===== config.mk =====
export PLATFORM = sky130hd
export DESIGN_NAME = npc_unit
export DESIGN_NICKNAME = d
export VERILOG_FILES = /design/src/rtl/npc_unit.sv
export SDC_FILE = /design/constraint.sdc
export NUM_CORES = 1
export LEC_CHECK = 0
export CORE_MARGIN = 8
export CORE_UTILIZATION = 30
export CTS_CLUSTER_SIZE = 24
export DETAILED_ROUTE_END_ITERATION = 10
export GPL_TIMING_DRIVEN = 0
export PLACE_DENSITY_LB_ADDON = 0.15
export SLEW_MARGIN = 40
export SYNTH_ARGS = -nofsm -noshare
export SYNTH_HDL_FRONTEND = slang
export SYNTH_SLANG_ARGS = --single-unit

===== constraint.sdc =====
create_clock -name clk -period 7.4 [get_ports clk]
set_input_delay 2.22 -clock clk [delete_from_list [all_inputs] [get_ports clk]]
set_output_delay 2.22 -clock clk [all_outputs]
set_load 0.02 [all_outputs]

===== src/rtl/npc_unit.sv =====
// npc_unit: resolves the next PC for BRANCH, JAL, JALR and AUIPC and
// releases the stalled fetch stage with a one-cycle get_npc pulse. It also
// produces the link / AUIPC register write-back.
// Optional feature: define NPC_MISALIGN_CHECK_EN to flag targets that are not
// 4-byte aligned and to suppress the write-back of such instructions.
module npc_unit #(
  parameter int XLEN = 32
) (
  input  logic            clk,
  input  logic            rst_n,
  input  logic            valid,
  input  logic [6:0]      opcode,
  input  logic [2:0]      fun3,
  input  logic [4:0]      rd,
  input  logic [XLEN-1:0] imm,
  input  logic [XLEN-1:0] opc,
  input  logic [XLEN-1:0] rs1_data,
  input  logic [XLEN-1:0] rs2_data,
  input  logic            rs_ready,
  output logic [XLEN-1:0] npc,
  output logic            get_npc,
  output logic            busy,
  output logic            wb_en,
  output logic [4:0]      wb_rd,
  output logic [XLEN-1:0] wb_data,
  output logic            misalign
);

  localparam logic [6:0] OP_BRANCH = 7'b1100011;
  localparam logic [6:0] OP_JAL    = 7'b1101111;
  localparam logic [6:0] OP_JALR   = 7'b1100111;
  localparam logic [6:0] OP_AUIPC  = 7'b0010111;

  typedef enum logic [1:0] {S_IDLE, S_WAIT, S_DONE} state_t;

  state_t          state;
  logic [6:0]      op_q;
  logic [2:0]      fun3_q;
  logic [4:0]      rd_q;
  logic [XLEN-1:0] imm_q;
  logic [XLEN-1:0] opc_q;

  logic            accept_ok;
  logic            needs_rs;
  logic            enter_done;
  logic            taken;
  logic            has_wb;
  logic            wb_block;
  logic [XLEN-1:0] pc_imm;
  logic [XLEN-1:0] pc_plus4;
  logic [XLEN-1:0] jalr_sum;
  logic [XLEN-1:0] target;
  logic [XLEN-1:0] link;

  // Decode the held instruction into its target, link value and branch outcome
  always_comb begin
    accept_ok  = (opcode == OP_BRANCH) || (opcode == OP_JAL) ||
                 (opcode == OP_JALR) || (opcode == OP_AUIPC);
    needs_rs   = (op_q == OP_BRANCH) || (op_q == OP_JALR);
    enter_done = (state == S_WAIT) && (!needs_rs || rs_ready);
    has_wb     = (op_q != OP_BRANCH) && (rd_q != 5'd0);
    pc_imm     = opc_q + imm_q;
    pc_plus4   = opc_q + XLEN'(4);
    jalr_sum   = rs1_data + imm_q;
    taken      = 1'b0;
    case (fun3_q)
      3'b000:  taken = (rs1_data == rs2_data);
      3'b001:  taken = (rs1_data != rs2_data);
      3'b100:  taken = ($signed(rs1_data) <  $signed(rs2_data));
      3'b101:  taken = ($signed(rs1_data) >= $signed(rs2_data));
      3'b110:  taken = (rs1_data <  rs2_data);
      3'b111:  taken = (rs1_data >= rs2_data);
      default: taken = 1'b0;
    endcase
    target = pc_plus4;
    link   = pc_plus4;
    case (op_q)
      OP_JAL:    target = pc_imm;
      OP_JALR:   target = {jalr_sum[XLEN-1:1], 1'b0};
      OP_AUIPC:  link   = pc_imm;
      OP_BRANCH: if (taken) target = pc_imm;
      default:   target = pc_plus4;
    endcase
  end

`ifdef NPC_MISALIGN_CHECK_EN
  logic redirect;
  logic target_bad;

  // Only real redirects can be misaligned; fall-through and AUIPC never are
  always_comb begin
    redirect   = (op_q == OP_JAL) || (op_q == OP_JALR) ||
                 ((op_q == OP_BRANCH) && taken);
    target_bad = redirect && (target[1:0] != 2'b00);
    wb_block   = target_bad;
  end

  // Misalign flag accompanies get_npc for exactly the DONE cycle
  always_ff @(posedge clk) begin
    if (!rst_n) misalign <= 1'b0;
    else        misalign <= enter_done && target_bad;
  end
`else
  assign wb_block = 1'b0;
  assign misalign = 1'b0;
`endif

  // Control FSM: capture in IDLE, wait for operands, publish results in DONE
  always_ff @(posedge clk) begin
    if (!rst_n) begin
      state   <= S_IDLE;
      op_q    <= '0;
      fun3_q  <= '0;
      rd_q    <= '0;
      imm_q   <= '0;
      opc_q   <= '0;
      npc     <= '0;
      get_npc <= 1'b0;
      busy    <= 1'b0;
      wb_en   <= 1'b0;
      wb_rd   <= '0;
      wb_data <= '0;
    end else begin
      case (state)
        S_IDLE: begin
          if (valid && accept_ok) begin
            op_q   <= opcode;
            fun3_q <= fun3;
            rd_q   <= rd;
            imm_q  <= imm;
            opc_q  <= opc;
            busy   <= 1'b1;
            state  <= S_WAIT;
          end
        end
        S_WAIT: begin
          if (enter_done) begin
            npc     <= target;
            get_npc <= 1'b1;
            wb_en   <= has_wb && !wb_block;
            wb_rd   <= rd_q;
            wb_data <= link;
            state   <= S_DONE;
          end
        end
        S_DONE: begin
          get_npc <= 1'b0;
          wb_en   <= 1'b0;
          busy    <= 1'b0;
          state   <= S_IDLE;
        end
        default: begin
          get_npc <= 1'b0;
          wb_en   <= 1'b0;
          busy    <= 1'b0;
          state   <= S_IDLE;
        end
      endcase
    end
  end

endmodule


Yosys cells after proc, flatten, opt, wreduce, memory -nomap -nowiden
Cells that the tools add are included.

Add/sub/neg operators: 3. $lt $le $gt $ge: 4. Equality and inequality tests: 19. Muxes and demuxes: 13. Bitwise operators: 2. Reductions and logical operators: 17.

Operators with widths (number): $pmux W32 S3 (1); $add A32 B32 Y32 (2); $ge A32 B32 Y1 (2); $lt A32 B32 Y1 (2); $mux W32 (2); $eq A7 B7 Y1 const B (6); $add A32 B3 Y32 const B (1); $eq A32 B32 Y1 (1); $ne A32 B32 Y1 (1); $eq A7 B5 Y1 const B (2); $eq A3 B3 Y1 const B (4); $reduce_and A2 Y1 (5); $ne A7 B7 Y1 const B (1); $pmux W1 S2 (3); $pmux W1 S6 (1); $logic_or A1 B1 Y1 (5); $reduce_bool A5 Y1 (1); $mux W2 (2); $ne A2 B2 Y1 const B (2); $pmux W2 S2 (1); $eq A3 B1 Y1 const B (1); $logic_and A1 B1 Y1 (3); $logic_not A3 Y1 (1); $mux W1 (3); 4 further kinds (5).

Register bits after elaboration: 153. Bits of input ports: 147. Output and inout bits: 73. Word-level logic and storage cells: 70.

Depth between registers and ports, before layout
Gate-level depths: netlist of the first run.

Word-level depth: 7. Gate-level depth with buffers: 13. Depth with buffers taken out: 12.

Worst setup path before layout of the first run
OpenSTA, ideal clock, no wires.

Path kind: input to register. From: input port rs2_data[14]. To: register npc[5]. Setup time: 117 ps. Arrival: 4997 ps. Required time: 7283 ps. Setup slack: 2286 ps. Cell stages on the path: 13. Buffers on the path: 1. Cells stage by stage: inv_1 > ha_1 > nand4_1 > or4_1 > or3_4 > a21oi_2 > o22a_2 > nand3_4 > or2_1 > buf_6 > mux2i_1 > a221o_1 > a32o_1.

Word-level cells in the longest chain between the ends: 4. Elaborated cells between the ends (all ways): 9. Classes of those cells: order compare: 4; eq/ne: 2; mux: 3.

RTL lines: from (decl) (line 18) `input logic [XLEN-1:0] rs2_data,`; $ge A32 B32 Y1, or another cell as far along (line 72) `3'b111: taken = (rs1_data >= rs2_data);`; $pmux W1 S6 * (line 66) `case (fun3_q)`; $mux W32 * (line 81) `OP_BRANCH: if (taken) target = pc_imm;`; $pmux W32 S3 * (line 77) `case (op_q)`; to (signal assigned) (line 138) `npc <= target;`; to (decl) (line 20) `output logic [XLEN-1:0] npc,`.

Every way passes the cells marked *; elsewhere a longest branch is shown, timed or not. A chain may end at the register's enable or synchronous reset.

Worst setup path in the final report of the first run
From: input port rs1_data[15]. To: register npc[24].

Word-level cells in the longest chain between the ends: 4. Elaborated cells between the ends (all ways): 10. Classes of those cells: add/sub: 1; order compare: 4; eq/ne: 2; mux: 3.

RTL lines: from (decl) (line 17) `input logic [XLEN-1:0] rs1_data,`; $ge A32 B32 Y1, or another cell as far along (line 72); $pmux W1 S6 (line 66); $mux W32 (line 81); $pmux W32 S3 * (line 77).

Marks and branches as above.

==> results of run 1 <==
## routing by layer
| metal | up-vias | wire length (um) |
|---|---|---|
| li1 | 5452 | - |
| met1 | 5262 | 20300 |
| met2 | 383 | 21500 |
| met3 | 44 | 2910 |
| met4 | 0 | 875 |
| met5 | - | 0 |
## worst min-delay path: stages, from the launching register on
cell                      delay [ns]
sky130_fd_sc_hd__dfxtp_1        0.31
sky130_fd_sc_hd__nand2_1        0.05
sky130_fd_sc_hd__a21oi_1        0.05
## state kept, by name, summed over array words and instances, names as in the netlist, 2 cells and up
name,count
npc,32
state,2
rd_q,5
wb_rd,5
op_q,7
wb_data,32
fun3_q,3
imm_q,32
opc_q,32
## worst max path at each step
stage / from / end / slack (ns) / depth (start not counted)
after CTS: rs1_data[15] / npc[24]$_SDFFE_PN0P_ / 1.02 / 13
after floorplan: rs2_data[14] / npc[5]$_SDFFE_PN0P_ / 2.29 / 13
after detailed placement: rs1_data[15] / npc[24]$_SDFFE_PN0P_ / 0.56 / 13
after global placement: rs1_data[15] / npc[29]$_SDFFE_PN0P_ / 0.57 / 13
after global routing: rs2_data[13] / npc[29]$_SDFFE_PN0P_ / 0.77 / 14
final: rs1_data[15] / npc[24]$_SDFFE_PN0P_ / 0.87 / 13
## final cells by class
cell class              count  area (sq um)
fillers                  3636         20700
multi-input cells        1121          6970
flip-flops and latches    153          3060
repair buffers            219          2190
well taps                 455           569
clock buffers              19           443
plain buffers              65           260
inverters                  56           210
clock inverters            11           103
## cells by family after synthesis
family                   share of synthesized area, %
AO/OA/AOI/OAI                                    25.4
XOR/XNOR                                         7.18
adder cells (fa/ha/maj)                          11.6
buffers and inverters                            4.47
flip-flops                                       29.2
multiplexers                                    0.871
other                                          0.0358
AND/OR/NAND/NOR                                  21.3
## through the flow
stage,setup slack [ns],util (%),power (W)
2_1_floorplan,2.29,-,0.000953
4_1_cts,1.02,40.1,0.00194
3_3_place_gp,0.572,38.4,0.00109
6_report,0.866,40.1,0.00192
3_5_place_dp,0.565,38.5,0.00109
5_1_grt,0.771,40.1,0.00199
## cells in the mapped netlist, drive strengths merged (3+ instances only)
cell	number	area share, %
a211oi	6	0.43
a21o	31	2.2
a21oi	203	9.7
a221oi	24	2.0
a22oi	3	0.21
a311oi	11	0.92
a31oi	17	1.0
and2	6	0.36
and3	5	0.30
and4	7	0.58
buf	7	0.39
clkbuf	58	2.1
dfxtp	153	29
ha	94	11
inv	56	2.0
mux2i	8	0.76
nand2	275	9.9
nand2b	14	0.84
nand3	30	1.6
nand4	23	1.4
nor2	81	2.9
nor2b	4	0.24
nor3	13	0.62
nor4	3	0.18
o2111ai	3	0.25
o211ai	8	0.57
o21a	9	0.64
o21ai	70	3.3
o21bai	12	0.86
o22ai	3	0.18
o31ai	4	0.42
or2	6	0.36
or3	15	0.94
or4	4	0.29
xnor2	56	4.7
xor2	30	2.5
## power by group through the flow
stage,logic (W),clock network [W],registers (W)
2_1_floorplan,0.0000986,0,0.000854
3_3_place_gp,0.000234,0,0.000854
3_5_place_dp,0.000236,0,0.000854
4_1_cts,0.000237,0.000865,0.000835
5_1_grt,0.000258,0.000899,0.000836
6_report,0.000236,0.000852,0.000836
==> impl_metrics.csv, run 1 <==
group,metric,value,unit
clocking,cts-hold-fix-buffers,0,
placed_design,placed_cells_incl_taps,2069,
clocking,tritoncts_num_sinks,153,
min_path,worst_hold_startpoint,"wb_data[5]$_SDFFE_PN0P_",
timing,final-setup-viol-count,0,
setup_path,reg2reg_setup_slack,3.62,ns
clocking,h-tree-depth,4,
placed_design,buffer_ports.inserted,218,
timing,timing.final.hold_violations,0,
setup_path,path_cells,"clkdlybuf4s50_1, ha_1, nand4_1, or4_1, a21oi_1, o31a_1, o21bai_1, mux2i_1, o21ai_1, nand2_2, clkbuf_1, a2bb2oi_1, a31oi_1",
setup_path,worst_ep_arrival_time,6.90,ns
setup_path,worst_setup_path_start_kind,"input port",
clocking,clk_path_buf_depth,2,
final_layout,area.growth.synth_to_final,31.6,%
logic_synthesis,synth_warnings,0,
setup_path,worst_path_max_delay_cell,"sky130_fd_sc_hd__clkbuf_1",
floorplanning,ioPinCount,220,
route,first_pass_iters,5,
timing,worst_slew_pin_slew,0.888,ns
logic_synthesis,post_synth_edffs,0,
global_routing,first_global_vias,10910,
setup_path,worst_path_maximum_fanout,10,
min_path,hold_path_end,"wb_data[5]$_SDFFE_PN0P_",
final_layout,nets,1876,
logic_synthesis,ys_dominant_reg_cell,"sky130_fd_sc_hd__dfxtp_1",
setup_path,critical_path_class,"input port to register",
global_routing,gr-usage-met2,36.5,%
timing,fin_worst_hold_slack,0.450,ns
logic_synthesis,ys_ff_latch,153,
final_layout,finalInstanceArea,13800,sq um
route,drt_wl_total,45600,um
setup_path,worstSetupEndpointType,"register",
power,power_frac_clock,44.3,%
power,comb_power_share,12.3,%
timing,rsz_0062_raised_after_global_routing,"false",
final_layout,stdcell_count,2099,
logic_synthesis,post_synth_instance_area,10500,sq um
timing,finalSetupTns,0,ns
clocking,cts_resized,0,
logic_synthesis,synth-seq-area-share,29.2,%
route,post_drt_via_cell_ratio,5.31,
clocking,path_clk_slew,0.06,ns
clocking,clk_latency,0.44,ns
logic_synthesis,synthArstFlopShare,0,%
setup_path,crit_required,7.76,ns
route,detail_route.iter0.violations,714,
floorplanning,die_y,203,um
clocking,cts_tree,"built",
placed_design,dpl_cell_area,13300,sq um
power,p_per_area,139,nW/um^2
min_path,worst_hold_path_type,"register to register",
timing,clock.fmax,153,MHz
setup_path,r2r-start,"opc_q[4]$_SDFFE_PN0P_",
power,seq_power_share,43.4,%
final_layout,most-common-layout-cells,"274 x sky130_fd_sc_hd__nand2_1, 218 x sky130_fd_sc_hd__clkdlybuf4s50_1, 202 x sky130_fd_sc_hd__a21oi_1",
global_routing,grt_pass1_wl,67900,um
route,drc,0,
logic_synthesis,synth_nets,1638,
global_routing,gr-total-overflow,0,
clocking,post_cts.repair.setup_buffers,0,
power,power.net_switching,0.000506,W
floorplanning,start_util,30.4,%
floorplanning,core_area,34500,sq um
global_routing,largest_net_degree_at_the_start_of_global_routing,17,
setup_path,critical-path-max-stage-delay,0.69,ns
route,routed-via-count,11141,
global_routing,grt_usage,21.6,%
outcome,result_of_the_run,"completed",
setup_path,reg2regPathDepth,11,
setup_path,r2r-end,"npc[28]$_SDFFE_PN0P_",
clocking,root_buffer,"sky130_fd_sc_hd__clkbuf_16",
floorplanning,floorplan.rows,68,
global_routing,global_route_hottest_layer,"met2",
timing,drv_slew,0,
logic_synthesis,synth.avg_cell_area,7.52,sq um
route,antenna_left,0,
final_layout,final_common_cell,"sky130_fd_sc_hd__nand2_1",
timing,fin_crit_sh,88.3,%
job,cap_viol_max_count,0,
global_routing,antenna_found_initial,0,
floorplanning,dieArea,41200,sq um
setup_path,critPathBufInv,2,
final_layout,antenna_cells,0,
global_routing,met3_usage,4.27,%
route,wl_per_cell,21.7,um
power,leakagePower,5.42,nW
timing,min_cycle_time_layout,6.53,ns
power,netSwitchingFraction,26.3,%
logic_synthesis,synth.lib_cells_used.distinct,79,
logic_synthesis,syn-instance-count,1395,
min_path,hold_path_depth,2,
timing,fin_skew,0.0152,ns
final_layout,drive_gt1_share,3.28,%
placed_design,gp_congestion,0.918,
setup_path,cpLargestDelayFamily,"compound AO/OA/AOI/OAI gates",
global_routing,global_route.usage.met1,27.9,%
placed_design,hpwlAfterDp,36700,um
power,power_report.internal_total,0.00142,W
timing,slew_headroom,40.3,%
floorplanning,horiz_die_dim,203,um
clocking,cts-buffers-inserted,17,
power,vdd_ir_drop_max,0.000160,V
No activity file was read; power rests on OpenSTA's default activity.
==> run 2, diff against run 1 <==
Settings changed: CORE_UTILIZATION 30 to 55.
==> run 2 against run 1 <==
  * Via count is 2.9% higher
  * Largest cell class unchanged
  * Critical path depth is 1 higher
  * Worst hold slack better by 0.0049 ns
  * Routed wire length is 13% lower
  * Largest power group unchanged
==> impl_metrics.csv, run 2 (synthesis results as in run 1) <==
group,metric,value,unit
outcome,result_of_the_run,"completed",
placed_design,gp_congestion,0.973,
route,routed-via-count,11462,
setup_path,reg2reg_setup_slack,3.52,ns
floorplanning,ioPinCount,220,
final_layout,nets,1875,
route,drc,0,
global_routing,grt_usage,32.8,%
timing,timing.final.hold_violations,0,
timing,final-setup-viol-count,0,
route,antenna_left,0,
timing,fin_crit_sh,85.3,%
timing,slew_headroom,35.6,%
clocking,cts_resized,0,
job,cap_viol_max_count,0,
setup_path,worst_path_maximum_fanout,10,
timing,rsz_0062_raised_after_global_routing,"false",
setup_path,worst_path_max_delay_cell,"sky130_fd_sc_hd__or4_1",
timing,min_cycle_time_layout,6.31,ns
clocking,post_cts.repair.setup_buffers,0,
final_layout,antenna_cells,0,
clocking,h-tree-depth,4,
clocking,cts-hold-fix-buffers,0,
min_path,worst_hold_startpoint,"wb_data[13]$_SDFFE_PN0P_",
final_layout,area.growth.synth_to_final,29.6,%
route,drt_wl_total,39900,um
clocking,path_clk_slew,0.08,ns
floorplanning,core_area,18700,sq um
power,power,0.00198,W
timing,clock.fmax,158,MHz
setup_path,path_cells,"clkdlybuf4s50_1, inv_1, ha_1, nand4_1, or4_1, a21oi_1, o31a_1, o21bai_1, mux2i_1, o21ai_1, nand2_2, clkbuf_1, a21oi_1, a31oi_1",
global_routing,grt_pass1_wl,61200,um
placed_design,buffer_ports.inserted,218,
route,first_pass_iters,6,
timing,finalSetupTns,0,ns
setup_path,worst_ep_arrival_time,6.68,ns
floorplanning,floorplan.rows,50,
placed_design,hpwlAfterDp,31200,um
route,wl_per_cell,21.2,um
power,p_per_area,145,nW/um^2
final_layout,final_common_cell,"sky130_fd_sc_hd__nand2_1",
min_path,hold_path_depth,2,
floorplanning,dieArea,23700,sq um
global_routing,largest_net_degree_at_the_start_of_global_routing,20,
clocking,clk_path_buf_depth,2,
floorplanning,horiz_die_dim,154,um
final_layout,most-common-layout-cells,"274 x sky130_fd_sc_hd__nand2_1, 218 x sky130_fd_sc_hd__clkdlybuf4s50_1, 202 x sky130_fd_sc_hd__a21oi_1",
clocking,root_buffer,"sky130_fd_sc_hd__clkbuf_16",
clocking,cts_tree,"built",
route,post_drt_via_cell_ratio,6.10,
setup_path,worst_setup_path_start_kind,"input port",
setup_path,reg2regPathDepth,11,
final_layout,drive_gt1_share,3.34,%
timing,worst_slew_pin_slew,0.966,ns
global_routing,first_global_vias,10970,
route,detail_route.iter0.violations,1080,
clocking,clk_latency,0.45,ns
power,vdd_ir_drop_max,0.000172,V
setup_path,r2r-start,"opc_q[4]$_SDFFE_PN0P_",
power,leakagePower,5.45,nW
final_layout,post-route-util,72.7,%
setup_path,worstSetupEndpointType,"register",
setup_path,r2r-end,"npc[28]$_SDFFE_PN0P_",
setup_path,critical_path_class,"input port to register",
global_routing,gr-total-overflow,0,
timing,fin_skew,0.0132,ns
clocking,cts-buffers-inserted,17,
min_path,hold_path_end,"wb_data[13]$_SDFFE_PN0P_",
floorplanning,die_y,154,um
setup_path,critical-path-max-stage-delay,0.66,ns
clocking,tritoncts_num_sinks,153,
global_routing,antenna_found_initial,0,
floorplanning,start_util,56.1,%
setup_path,crit_required,7.77,ns
setup_path,path_common_cell,"sky130_fd_sc_hd__a21oi_1",
min_path,worst_hold_path_type,"register to register",
timing,drv_slew,0,
==> run 2: area by class of cell <==
type / count / area, sq um
inverters: 56 / 210
flip-flops and latches: 153 / 3060
clock buffers: 17 / 425
plain buffers: 65 / 259
well taps: 234 / 293
multi-input cells: 1121 / 6970
repair buffers: 218 / 2180
clock inverters: 15 / 194
fillers: 1523 / 5110
==> run 2: worst max-delay path: cells and delay by family <==
kind / cells / cell delay, ns
buffers and inverters: 3 / 1.01
AOI/OAI and AO/OA: 6 / 1.55
adders and majority gates: 1 / 0.30
and+or+nand+nor: 3 / 1.17
muxes: 1 / 0.42
==> run 2: how the worst max path moves through the flow <==
stage | startpoint | to | depth (start not counted) | slack (ns)
after floorplan | rs2_data[14] | npc[5]$_SDFFE_PN0P_ | 13 | 2.29
after global placement | rs2_data[14] | npc[30]$_SDFFE_PN0P_ | 14 | 0.84
after detailed placement | rs2_data[14] | npc[30]$_SDFFE_PN0P_ | 14 | 0.78
after CTS | rs2_data[14] | npc[30]$_SDFFE_PN0P_ | 14 | 1.25
after global routing | rs2_data[14] | npc[30]$_SDFFE_PN0P_ | 14 | 1.08
final | rs2_data[14] | npc[30]$_SDFFE_PN0P_ | 14 | 1.09
==> run 2: per-stage QoR <==
| stage | std cells | cell area, sq um | setup slack [ns] | hold slack, ns |
|---|---|---|---|---|
| final | 1879 | 13600 | 1.09 | 0.455 |
| after global routing | 1879 | 13600 | 1.08 | 0.470 |
| after CTS | 1879 | 13600 | 1.25 | 0.460 |
| after detailed placement | 1847 | 13000 | 0.781 | 0.449 |
| after global placement | 1847 | 13000 | 0.843 | 0.439 |
| after floorplan | 1395 | 10500 | 2.29 | 0.440 |
==> run 2: power breakdown <==
| part | switching (W) | internal (W) | leakage, nW |
|---|---|---|---|
| sequential | 0.00000685 | 0.000828 | 1.23 |
| clock | 0.000446 | 0.000464 | 0.300 |
| combinational | 0.000111 | 0.000120 | 3.91 |
==> run 2: per-layer routing <==
metal | routed length (um) | GRT usage, % | vias up | part of all wire [%]
met2 | 17800 | 52.1 | 635 | 45
met4 | 1300 | 13.1 | 0 | 3.3
met5 | 0 | 0 | - | 0
li1 | - | - | 5457 | -
met3 | 4530 | 8.77 | 90 | 11
met1 | 16300 | 41.5 | 5280 | 41
